## src/rtl/ad9957_spi_ctl_pkg.sv

```systemverilog
// ---------------------------------------------------------------------------
// ad9957_spi_ctl_pkg
// Shared definitions for the AD9957 serial-port controller:
//   - controller state enumeration
//   - instruction-byte field positions and width
//   - maximum data length in bytes
//   - helpers that normalise the byte count and assemble the instruction byte
// ---------------------------------------------------------------------------
package ad9957_spi_ctl_pkg;

   typedef enum logic [2:0] {
      ST_IDLE  = 3'd0,
      ST_INSTR = 3'd1,
      ST_DATA  = 3'd2,
      ST_HOLD  = 3'd3,
      ST_UPD   = 3'd4,
      ST_GAP   = 3'd5
   } state_t;

   localparam int INSTR_BITS     = 8;
   localparam int INSTR_RW_BIT   = 7;
   localparam int INSTR_ADDR_MSB = 4;
   localparam int INSTR_ADDR_LSB = 0;
   localparam int MAX_LEN        = 8;

   // Byte count minus one; out-of-range counts (0 or above MAX_LEN) mean MAX_LEN.
   function automatic logic [2:0] len_m1(input logic [3:0] len);
      if ((len == 4'd0) || (len > 4'(MAX_LEN))) begin
         return 3'd7;
      end else begin
         return 3'(len - 4'd1);
      end
   endfunction

   // Instruction byte: {rw, 2'b00, addr}.
   function automatic logic [7:0] make_instr(input logic rw, input logic [4:0] addr);
      logic [7:0] v;
      v = 8'd0;
      v[INSTR_RW_BIT] = rw;
      v[INSTR_ADDR_MSB:INSTR_ADDR_LSB] = addr;
      return v;
   endfunction

endpackage

```

## src/rtl/ad9957_spi_clkgen.sv

```systemverilog
// ---------------------------------------------------------------------------
// ad9957_spi_clkgen
// Half-period counter producing SCLK edge strobes. Each HALF_DIV enabled clk
// cycles one strobe fires, alternating rise/fall, starting with a rise after
// a clear.
// Ports:
//   clk, rst_n   system clock, async active-low reset
//   i_en         count enable
//   i_clr        synchronous clear (counter and phase back to "before rise")
//   o_rise       strobe: SCLK goes high at this clk edge
//   o_fall       strobe: SCLK goes low at this clk edge
// ---------------------------------------------------------------------------
module ad9957_spi_clkgen #(
   parameter int HALF_DIV = 4
) (
   input  logic clk,
   input  logic rst_n,
   input  logic i_en,
   input  logic i_clr,
   output logic o_rise,
   output logic o_fall
);

   logic [7:0] r_cnt;
   logic       r_ph;      // 0: next strobe is a rise, 1: next strobe is a fall
   logic       w_tc;

   assign w_tc   = i_en && (r_cnt == 8'(HALF_DIV - 1));
   assign o_rise = w_tc && !r_ph;
   assign o_fall = w_tc && r_ph;

   // Half-period counter and SCLK phase tracker.
   always_ff @(posedge clk or negedge rst_n) begin
      if (!rst_n) begin
         r_cnt <= 8'd0;
         r_ph  <= 1'b0;
      end else if (i_clr) begin
         r_cnt <= 8'd0;
         r_ph  <= 1'b0;
      end else if (w_tc) begin
         r_cnt <= 8'd0;
         r_ph  <= ~r_ph;
      end else if (i_en) begin
         r_cnt <= r_cnt + 8'd1;
      end
   end

endmodule

```

## src/rtl/ad9957_spi_ctl.sv

```systemverilog
// ---------------------------------------------------------------------------
// ad9957_spi_ctl
// Command-driven SPI master for the AD9957 DDS serial port. A command sends
// the instruction byte {rw,2'b00,addr} followed by 1..8 data bytes MSB first,
// optionally followed by an IO_UPDATE strobe (writes only), then a CSB gap.
// Optional feature: define AD9957_SPI_READBACK_EN to enable reads (sdio
// turnaround and rsp_* result). Without it every command is a write,
// sdio_oe is tied high, rsp_* are tied low and sdio_i is ignored.
// Ports:
//   clk, rst_n                     system clock, async active-low reset
//   cmd_vld/cmd_rdy                command handshake (rdy == IDLE)
//   cmd_rw,addr,len,data,upd       command fields, latched on acceptance
//   rsp_vld/rsp_data               read result (1-cycle pulse, data held)
//   busy                           transaction in progress
//   sclk,csb,sdio_o,sdio_oe,sdio_i DDS serial port
//   io_upd                         IO_UPDATE strobe
// ---------------------------------------------------------------------------
module ad9957_spi_ctl
   import ad9957_spi_ctl_pkg::*;
#(
   parameter int HALF_DIV = 4,
   parameter int CS_GAP   = 8,
   parameter int UPD_LEN  = 4
) (
   input  logic        clk,
   input  logic        rst_n,
   input  logic        cmd_vld,
   output logic        cmd_rdy,
   input  logic        cmd_rw,
   input  logic [4:0]  cmd_addr,
   input  logic [3:0]  cmd_len,
   input  logic [63:0] cmd_data,
   input  logic        cmd_upd,
   output logic        rsp_vld,
   output logic [63:0] rsp_data,
   output logic        busy,
   output logic        sclk,
   output logic        csb,
   output logic        sdio_o,
   output logic        sdio_oe,
   input  logic        sdio_i,
   output logic        io_upd
);

   state_t      r_state;
   state_t      w_state_nxt;

   logic        r_rw;
   logic        r_upd;
   logic [4:0]  r_addr;
   logic [2:0]  r_lenm1;
   logic [63:0] r_sh;
   logic [6:0]  r_bit;
   logic [7:0]  r_wait;
   logic        r_csb;
   logic        r_sclk;
   logic        r_sdio_o;
   logic        r_oe;
   logic        r_io_upd;
   logic        r_rsp_vld;
   logic [63:0] r_rsp_data;

   logic        w_cmd_rw;
   logic        w_sdio_i;
   logic [2:0]  w_lenm1_in;
   logic [5:0]  w_ld_sh;
   logic [7:0]  w_instr_in;
   logic [7:0]  w_instr;
   logic [5:0]  w_last_bit;
   logic        w_en;
   logic        w_rise;
   logic        w_fall;

`ifdef AD9957_SPI_READBACK_EN
   assign w_cmd_rw = cmd_rw;
   assign w_sdio_i = sdio_i;
   assign sdio_oe  = r_oe;
   assign rsp_vld  = r_rsp_vld;
   assign rsp_data = r_rsp_data;
`else
   logic w_unused;
   assign w_cmd_rw = 1'b0;
   assign w_sdio_i = 1'b0;
   assign sdio_oe  = 1'b1;
   assign rsp_vld  = 1'b0;
   assign rsp_data = 64'd0;
   assign w_unused = ^{cmd_rw, sdio_i, r_oe, r_rsp_vld, r_rsp_data};
`endif

   assign cmd_rdy    = (r_state == ST_IDLE);
   assign busy       = (r_state != ST_IDLE);
   assign csb        = r_csb;
   assign sclk       = r_sclk;
   assign sdio_o     = r_sdio_o;
   assign io_upd     = r_io_upd;

   assign w_lenm1_in = len_m1(cmd_len);
   // Left-justify the write data so the first byte to send sits at bit 63.
   assign w_ld_sh    = {3'd7 - w_lenm1_in, 3'b000};
   assign w_instr_in = make_instr(w_cmd_rw, cmd_addr);
   assign w_instr    = make_instr(r_rw, r_addr);
   assign w_last_bit = {r_lenm1, 3'b111};

   // The SCLK generator runs only while CSB is low; otherwise it is held cleared.
   assign w_en = (r_state == ST_INSTR) || (r_state == ST_DATA) || (r_state == ST_HOLD);

   ad9957_spi_clkgen #(
      .HALF_DIV (HALF_DIV)
   ) u_clkgen (
      .clk    (clk),
      .rst_n  (rst_n),
      .i_en   (w_en),
      .i_clr  (!w_en),
      .o_rise (w_rise),
      .o_fall (w_fall)
   );

   // State register.
   always_ff @(posedge clk or negedge rst_n) begin
      if (!rst_n) begin
         r_state <= ST_IDLE;
      end else begin
         r_state <= w_state_nxt;
      end
   end

   // Next-state decode.
   always_comb begin
      w_state_nxt = r_state;
      case (r_state)
         ST_IDLE: begin
            if (cmd_vld) w_state_nxt = ST_INSTR;
            else         w_state_nxt = ST_IDLE;
         end
         ST_INSTR: begin
            if (w_fall && (r_bit == 7'(INSTR_BITS - 1))) w_state_nxt = ST_DATA;
            else                                          w_state_nxt = ST_INSTR;
         end
         ST_DATA: begin
            if (w_fall && (r_bit == {1'b0, w_last_bit})) w_state_nxt = ST_HOLD;
            else                                          w_state_nxt = ST_DATA;
         end
         ST_HOLD: begin
            // The would-be rise instant marks the end of the CSB hold half-period.
            if (w_rise) begin
               if (r_upd && !r_rw) w_state_nxt = ST_UPD;
               else                w_state_nxt = ST_GAP;
            end else begin
               w_state_nxt = ST_HOLD;
            end
         end
         ST_UPD: begin
            if (r_wait == 8'(UPD_LEN - 1)) w_state_nxt = ST_GAP;
            else                           w_state_nxt = ST_UPD;
         end
         ST_GAP: begin
            if (r_wait == 8'(CS_GAP - 1)) w_state_nxt = ST_IDLE;
            else                          w_state_nxt = ST_GAP;
         end
         default: w_state_nxt = ST_IDLE;
      endcase
   end

   // Datapath: command latch, shift register, bit/wait counters and port outputs.
   always_ff @(posedge clk or negedge rst_n) begin
      if (!rst_n) begin
         r_rw       <= 1'b0;
         r_upd      <= 1'b0;
         r_addr     <= 5'd0;
         r_lenm1    <= 3'd0;
         r_sh       <= 64'd0;
         r_bit      <= 7'd0;
         r_wait     <= 8'd0;
         r_csb      <= 1'b1;
         r_sclk     <= 1'b0;
         r_sdio_o   <= 1'b0;
         r_oe       <= 1'b1;
         r_io_upd   <= 1'b0;
         r_rsp_vld  <= 1'b0;
         r_rsp_data <= 64'd0;
      end else begin
         r_rsp_vld <= 1'b0;
         case (r_state)
            ST_IDLE: begin
               if (cmd_vld) begin
                  r_rw     <= w_cmd_rw;
                  r_upd    <= cmd_upd;
                  r_addr   <= cmd_addr;
                  r_lenm1  <= w_lenm1_in;
                  r_sh     <= w_cmd_rw ? 64'd0 : (cmd_data << w_ld_sh);
                  r_bit    <= 7'd0;
                  r_csb    <= 1'b0;
                  r_sdio_o <= w_instr_in[INSTR_BITS-1];
               end
            end
            ST_INSTR: begin
               if (w_rise) r_sclk <= 1'b1;
               if (w_fall) begin
                  r_sclk <= 1'b0;
                  if (r_bit == 7'(INSTR_BITS - 1)) begin
                     r_bit    <= 7'd0;
                     r_sdio_o <= r_rw ? 1'b0 : r_sh[63];
                     r_oe     <= !r_rw;
                  end else begin
                     r_bit    <= r_bit + 7'd1;
                     r_sdio_o <= w_instr[3'd6 - r_bit[2:0]];
                  end
               end
            end
            ST_DATA: begin
               if (w_rise) begin
                  r_sclk <= 1'b1;
                  // Reads shift in at the LSB so the result ends right-justified.
                  if (r_rw) r_sh <= {r_sh[62:0], w_sdio_i};
               end
               if (w_fall) begin
                  r_sclk <= 1'b0;
                  if (r_bit == {1'b0, w_last_bit}) begin
                     r_sdio_o <= 1'b0;
                     r_oe     <= 1'b1;
                  end else begin
                     r_bit <= r_bit + 7'd1;
                     if (!r_rw) begin
                        r_sh     <= r_sh << 1;
                        r_sdio_o <= r_sh[62];
                     end
                  end
               end
            end
            ST_HOLD: begin
               if (w_rise) begin
                  r_csb  <= 1'b1;
                  r_wait <= 8'd0;
                  if (r_upd && !r_rw) r_io_upd <= 1'b1;
                  if (r_rw) begin
                     r_rsp_vld  <= 1'b1;
                     r_rsp_data <= r_sh;
                  end
               end
            end
            ST_UPD: begin
               if (r_wait == 8'(UPD_LEN - 1)) begin
                  r_io_upd <= 1'b0;
                  r_wait   <= 8'd0;
               end else begin
                  r_wait <= r_wait + 8'd1;
               end
            end
            ST_GAP: begin
               r_wait <= r_wait + 8'd1;
            end
            default: begin
               r_csb  <= 1'b1;
               r_sclk <= 1'b0;
            end
         endcase
      end
   end

endmodule

```

## config.mk

```make
export PLATFORM = sky130hd
export DESIGN_NAME = ad9957_spi_ctl
export DESIGN_NICKNAME = d
export VERILOG_FILES = /design/src/rtl/ad9957_spi_ctl_pkg.sv /design/src/rtl/ad9957_spi_clkgen.sv /design/src/rtl/ad9957_spi_ctl.sv
export SDC_FILE = /design/constraint.sdc
export NUM_CORES = 1
export LEC_CHECK = 0
export BUFFER_PORTS_ARGS = -buffer_cell sky130_fd_sc_hd__clkbuf_2
export CORE_MARGIN = 4
export CORE_UTILIZATION = 50
export CTS_BUF_LIST = sky130_fd_sc_hd__clkbuf_8
export CTS_CLUSTER_SIZE = 30
export DETAILED_ROUTE_END_ITERATION = 8
export PLACE_DENSITY = 0.82
export SLEW_MARGIN = 20
export SYNTH_ARGS = -nofsm -noshare
export SYNTH_HDL_FRONTEND = slang
export SYNTH_SLANG_ARGS = --single-unit
```

## constraint.sdc

```tcl
create_clock -name clk -period 2.68 [get_ports clk]
set_clock_uncertainty 0.1 [all_clocks]
set_input_delay 0.536 -clock clk [delete_from_list [all_inputs] [get_ports clk]]
set_output_delay 0.536 -clock clk [all_outputs]
set_load 0.02 [all_outputs]
```

Yosys cells after proc, flatten, opt, wreduce, memory -nomap -nowiden. Cells that the tools add are included.

Add/subtract/negate cells: 6. Multiply operators: 0. Div/mod/pow operators: 0. Magnitude comparators: 2. Equal/unequal tests: 19. Shift operators: 1. Mux-type cells: 42. Bitwise logic cells: 3. Reduce and logical (&&, ||, !) cells: 27.

Operators by type and width (count): 2-to-1 mux 64 bit (3); one-hot mux 64 bit (2 select lines) (1); left shift 64 x 6 -> 64 bit (1); 2-to-1 mux 7 bit (5); 2-to-1 mux 8 bit (4); one-hot mux 8 bit (3 select lines) (1); one-hot mux 7 bit (3 select lines) (1); one-hot mux 3 bit (6 select lines) (1); 2-to-1 mux 1 bit (17); adder 8 x 1 -> 8 bit, second input constant (2); == test 8 x 2 -> 1 bit, second input constant (2); != test 2 bit, second input constant (6); AND reduction 4 bit (3); 2-to-1 mux 3 bit (3); nonzero test 3 bit (3); == test 8 x 3 -> 1 bit, second input constant (1); OR reduction 4 bit (2); adder 7 x 1 -> 7 bit, second input constant (1); == test 7 x 3 -> 1 bit, second input constant (1); == test 7 x 6 -> 1 bit (1); == test 3 x 2 -> 1 bit, second input constant (2); == test 3 bit, second input constant (2); one-hot mux 1 bit (3 select lines) (2); AND reduction 2 bit (3); 20 further kinds (32).

Register bits after elaboration: 104. Latch bits: 0. Memory bits (writable): 0. ROM bits: 0. Output and inout port bits: 72. Logic and storage cells: 113. Memories: 0.

Longest topological paths before layout.
Depth in word-level cells: 8. Mapped depth: 12.

Hierarchy. Synthesis repeated with hierarchy kept, for this count alone.

Cell total of the unflattened synthesis: 929. Area total of the unflattened synthesis: 7846.3 um2.

Modules (own cells, without submodules): ad9957_spi_ctl (times used 1, cells an instance 874, area each 7315.8 um2); ad9957_spi_clkgen (times used 1, cells an instance 55, area each 530.5 um2).

Least setup slack after synthesis. OpenSTA, ideal clock, no wires.

Path type: input-to-reg. Start point: input port cmd_len[0]. End point: register r_sh[61]. Setup time: 0.130 ns. Data arrival time: 2.709 ns. Data required time: 2.450 ns. Path slack: -0.258 ns. Cell stages on the path: 11. Buffers on the path: 4. Cell sequence: buf_2 buf_1 inv_1 ha_1 nor2b_1 buf_4 mux2_4 buf_6 or3_1 a32oi_1 a31oi_1.

Word-level cells in the longest chain between the ends: 7. Elaborated cells between the ends (all ways): 9.

RTL lines: from (decl) (RTL line ad9957_spi_ctl.sv:31) `input logic [3:0] cmd_len,`; greater-than comparator 4 bit / logical NOT 4 bit (equally long branches) (RTL line ad9957_spi_ctl_pkg.sv:28) `if ((len == 4'd0) || (len > 4'(MAX_LEN))) begin`; logical OR 1 bit (RTL line ad9957_spi_ctl_pkg.sv:28); 2-to-1 mux 3 bit * (RTL line ad9957_spi_ctl_pkg.sv:28); subtractor 3 bit * (RTL line ad9957_spi_ctl.sv:99) `assign w_ld_sh = {3'd7 - w_lenm1_in, 3'b000};`; left shift 64 x 6 -> 64 bit * (RTL line ad9957_spi_ctl.sv:190) `r_sh <= w_cmd_rw ? 64'd0 : (cmd_data << w_ld_sh);`; 2-to-1 mux 64 bit * (RTL line ad9957_spi_ctl.sv:185) `if (cmd_vld) begin`; one-hot mux 64 bit (2 select lines) * (RTL line ad9957_spi_ctl.sv:183) `case (r_state)`; to (signal assigned) (RTL line ad9957_spi_ctl.sv:190); to (signal assigned) (RTL line ad9957_spi_ctl.sv:214) `if (r_rw) r_sh <= {r_sh[62:0], w_sdio_i};`; to (signal assigned) (RTL line ad9957_spi_ctl.sv:224) `r_sh <= r_sh << 1;`; to (decl) (RTL line ad9957_spi_ctl.sv:52) `logic [63:0] r_sh;`.

Every way passes the cells marked *; elsewhere a longest branch is shown, timed or not. The select of a mux whose other input is x is not followed. A chain may end at the register's enable or synchronous reset.

Worst setup path after layout.
Start point: register r_bit[0]. End point: register r_sh[48].

Word-level cells in the longest chain between the ends: 3.

RTL lines: from (decl) (RTL line ad9957_spi_ctl.sv:53) `logic [6:0] r_bit;`; from (signal assigned) (RTL line ad9957_spi_ctl.sv:205) `r_bit <= r_bit + 7'd1;`; from (signal assigned) (RTL line ad9957_spi_ctl.sv:222) `r_bit <= r_bit + 7'd1;`; == test 7 x 6 -> 1 bit (RTL line ad9957_spi_ctl.sv:218) `if (r_bit == {1'b0, w_last_bit}) begin`; != test 2 bit (no source line); AND reduction 4 bit (no source line).

No other way between the ends.

==> results.md <==
- Sw frac: 31.3%
- Synth warn: 0
- First DRT Iteration DRCs: 957
- Arr. time, crit path: 2630 ps
- Antenna Violating Nets Remaining: 0
- Fmax: 412 MHz
- M2 GR Usage: 37.4%
- Internal power: 2460 uW
- Chip height: 131 um
- Area grow syn2layout: 9.55%
- FP Rows: 44
- Drt via density: 6.15
- CP Cell Sequence: ha_1 -> nand3b_1 -> nor4_4 -> o21ai_4 -> buf_12 -> a21boi_0 -> a31oi_1
- Global-route wire length before repair: 33900 um
- Slew Limit Fails: 0
- CP max stage delay: 550 ps
- Pleak: 0.00373 uW
- Diodes inserted: 0
- Die width: 131 um
- Cells after Synth: 869
- Worst Hold End: r_addr[4]$_DFFE_PN0P_
- Met1 Usage GRT: 32.8%
- CP Capture Type: flip-flop
- Peak supply drop: 251 uV
- Mapped Area: 7600 um2
- Nets: 1025
- Syn_area_per_cell: 8.75 um2
- Critical path's slowest cell: nor4_4
- Register share of total power: 45.9%
- WP buf/inv: 1
- Number of global-route vias before repair: 6516
- Final WS setup: 254 ps
- Reg-to-reg startpoint: r_bit[0]$_DFFE_PN0P_
- Cells on Worst Hold Path: 3
- Share of layout cells above drive strength 1: 21.5%
- Min-Delay Path Class: in -> reg
- Final setup fails: 0
- Drt total wl: 21000 um
- Async SR Flop Fraction: 100%
- Pin count of the biggest net entering global routing: 129
- DR DRC count: 0
- IO buf count: 82
- Net Sw Power: 1120 uW
- Outcome: finished clean
- Max cap viols: 0
- Reg2Reg Depth: 7
- Core ar.: 14700 um2
- Startpoint Class: flip-flop
- Synth area leader: dfrtp_1
- Worst path required time: 2890 ps
- Grt ovf: 0
- Crit Path Max Fanout: 128
- Fin Hold WS: 246 ps
- Synth top area cells: dfrtp_1 34%, buf_4 7.6%, mux2i_1 5.7%, mux2_2 5.6%, a21oi_1 4.3%
- Initial core utilization: 51.7%
- Max Buffers Root-to-Sink: 2
- Setup CP Type: reg -> reg
- Drt pass-1 iters: 8
- R2r setup slk: 250 ps
- Gr usage total: 23.7%
- Flop and latch count out of synthesis: 104
- Seq/Total Area, Yosys: 34.2%
- Crit path time final: 2430 ps
- Top_reg_cell synth: dfrtp_1
- Slew headroom: 32.0%
- Worst Setup SP: r_bit[0]$_DFFE_PN0P_
- Largest delay share family, worst path: simple AND/OR/NAND/NOR gates
- Post-synth cell types: 74
- H-Tree Depth: 3
- Placer congestion estimate: 0.885
- Worst-margin pin slew: 1020 ps
- Finished Layout Cells: 1131
- Final period utilization: 90.5%
- Reg2reg end: r_sh[48]$_DFFE_PN0P_
- Final Util: 56.7%
- Dpl ws: -84.7 ps
- IO Pins: 151
- Hold_sp: cmd_addr[4]
- CTS tree: yes
- PD cells: 430 nW/um2
- Clock Latency Late Sink: 380 ps
- GRT busiest layer: met2
- Clock-pin slew on the worst setup and hold paths: 100 ps
- PostCTS Resize Cnt: 0
- Clock sink count: 104
- Hold Fails Final Rpt: 0
- Total Power: 3580 uW
- Total clock buffers created by CTS: 9
- Met3 Use GR: 4.36%
- Post-DP HPWL: 14800 um
- Clk pwr share: 29.8%
- Inst Count DP: 1114
- Routed WL per cell: 18.6 um
- Synth top area share: 33.9%
- Clock root cell: clkbuf_8
- Die area: 17200 um2
- RSZ-0062 raised after global routing: false
- Combinational group share of total power: 24.3%
- Via Count: 6956
- Post-synth EDFFs: 0
- Initial antenna violation count: 0
## state kept, by name (all words and copies together) (netlist names)
| signal | cells |
|---|---|
| u_clkgen.r_ph | 1 |
| r_state | 3 |
| r_sh | 64 |
| r_bit | 7 |
| csb | 1 |
| r_wait | 8 |
| sclk | 1 |
| io_upd | 1 |
| r_upd | 1 |
| sdio_o | 1 |
| u_clkgen.r_cnt | 8 |
| r_lenm1 | 3 |
| r_addr | 5 |
## synth_stat cells, types with 3 or more instances
| cell | n |
|---|---|
| nand2_1 | 69 |
| clkbuf_1 | 20 |
| o21ai_1 | 3 |
| ha_1 | 4 |
| o22a_1 | 6 |
| mux2_2 | 38 |
| a2bb2oi_1 | 4 |
| o31ai_1 | 3 |
| nand3_1 | 28 |
| o211ai_1 | 5 |
| buf_2 | 24 |
| a32oi_1 | 17 |
| and2_1 | 4 |
| a222oi_1 | 3 |
| o21ai_0 | 42 |
| a31o_2 | 3 |
| nor2b_1 | 8 |
| buf_6 | 5 |
| a211o_1 | 3 |
| a211oi_1 | 7 |
| a21o_1 | 4 |
| nor2_1 | 84 |
| and3_1 | 8 |
| mux2i_1 | 43 |
| a22o_1 | 4 |
| buf_1 | 3 |
| or3_1 | 8 |
| a31oi_1 | 46 |
| o2bb2ai_1 | 5 |
| o22ai_1 | 4 |
| buf_4 | 77 |
| xor2_1 | 8 |
| a221oi_1 | 3 |
| nand2b_1 | 5 |
| inv_1 | 11 |
| nor3_1 | 9 |
| dfrtp_1 | 103 |
| a22oi_1 | 31 |
| xnor2_1 | 7 |
| a21oi_1 | 66 |
| nand4_1 | 3 |
## layout by cell type (no fill, tap or decap), types with 4 or more instances in the layout
cell,instances
nor3_1,9
clkbuf_8,9
a22o_1,4
and2_1,4
mux2i_1,42
nor2b_1,8
a2bb2oi_1,4
a211oi_1,7
xor2_1,8
inv_1,14
a32oi_1,17
a21oi_1,66
and3_1,8
o22a_1,6
nand2_1,69
or3_1,8
clkbuf_2,81
conb_1,66
buf_4,37
a31oi_1,46
a22oi_1,31
dfrtp_1,103
ha_1,4
nand3_1,28
nor2_1,84
o2bb2ai_1,5
a21o_1,4
o21ai_0,42
buf_12,8
xnor2_1,7
mux2_2,38
nand2b_1,5
o211ai_1,5
## cells by family after synthesis
group,Yosys count,synth area share [%]
fa+ha+maj,4,0.658
flops,104,34.2
compound gates,270,23.6
buf+inv,140,11.6
mux,84,11.9
simple gates,250,16.2
other cells,2,0.0988
xor+xnor,15,1.73
## power by group through the flow
| stage | registers [uW] | logic (uW) | clock network [uW] |
|---|---|---|---|
| after global placement | 1670 | 828 | 0 |
| after global routing | 1650 | 932 | 1140 |
| final | 1640 | 869 | 1070 |
| after floorplan | 1660 | 614 | 0 |
| after CTS | 1640 | 851 | 1080 |
| after detailed placement | 1670 | 847 | 0 |
## tightest hold or removal path, delay by kind of cell
family,cells,cell delay [ps]
AND/OR/NAND/NOR,2,90
buffers and inverters,1,70
## what timing repair did
item	in CTS	in global routing
hold buffers	1	0
setup buffers	0	0
hold endpoints to repair	21	0
## metal layers
layer  up-vias  wire [um]
li1       3209          -
met1      3290       8830
met2       412       9570
met3        45       2100
met4         0        527
met5         -          0
## how the worst max path moves through the flow
| stage | depth (start not counted) | to |
|---|---|---|
| global placement | 10 | r_sh[57]$_DFFE_PN0P_ |
| floorplan | 11 | r_sh[61]$_DFFE_PN0P_ |
| global route | 7 | r_sh[48]$_DFFE_PN0P_ |
| CTS | 7 | r_sh[48]$_DFFE_PN0P_ |
| finish | 7 | r_sh[48]$_DFFE_PN0P_ |
| detailed placement | 10 | r_sh[57]$_DFFE_PN0P_ |
## metrics by stage
step	instance area (um2)	setup TNS [ps]
global placement	8110	-54.0
finish	8330	0
global route	8330	0
floorplan	7850	0
detailed placement	8110	-543
CTS	8330	0
## cell type report
cell class | count | area [um2]
multi-input cells | 689 | 4390
repair buffers | 127 | 853
inverters | 11 | 41.3
clock buffers | 9 | 124
flip-flops and latches | 104 | 2600
fillers | 1317 | 6370
clock inverters | 7 | 81.3
well taps | 184 | 230
Power figures use the tool's default switching activity.
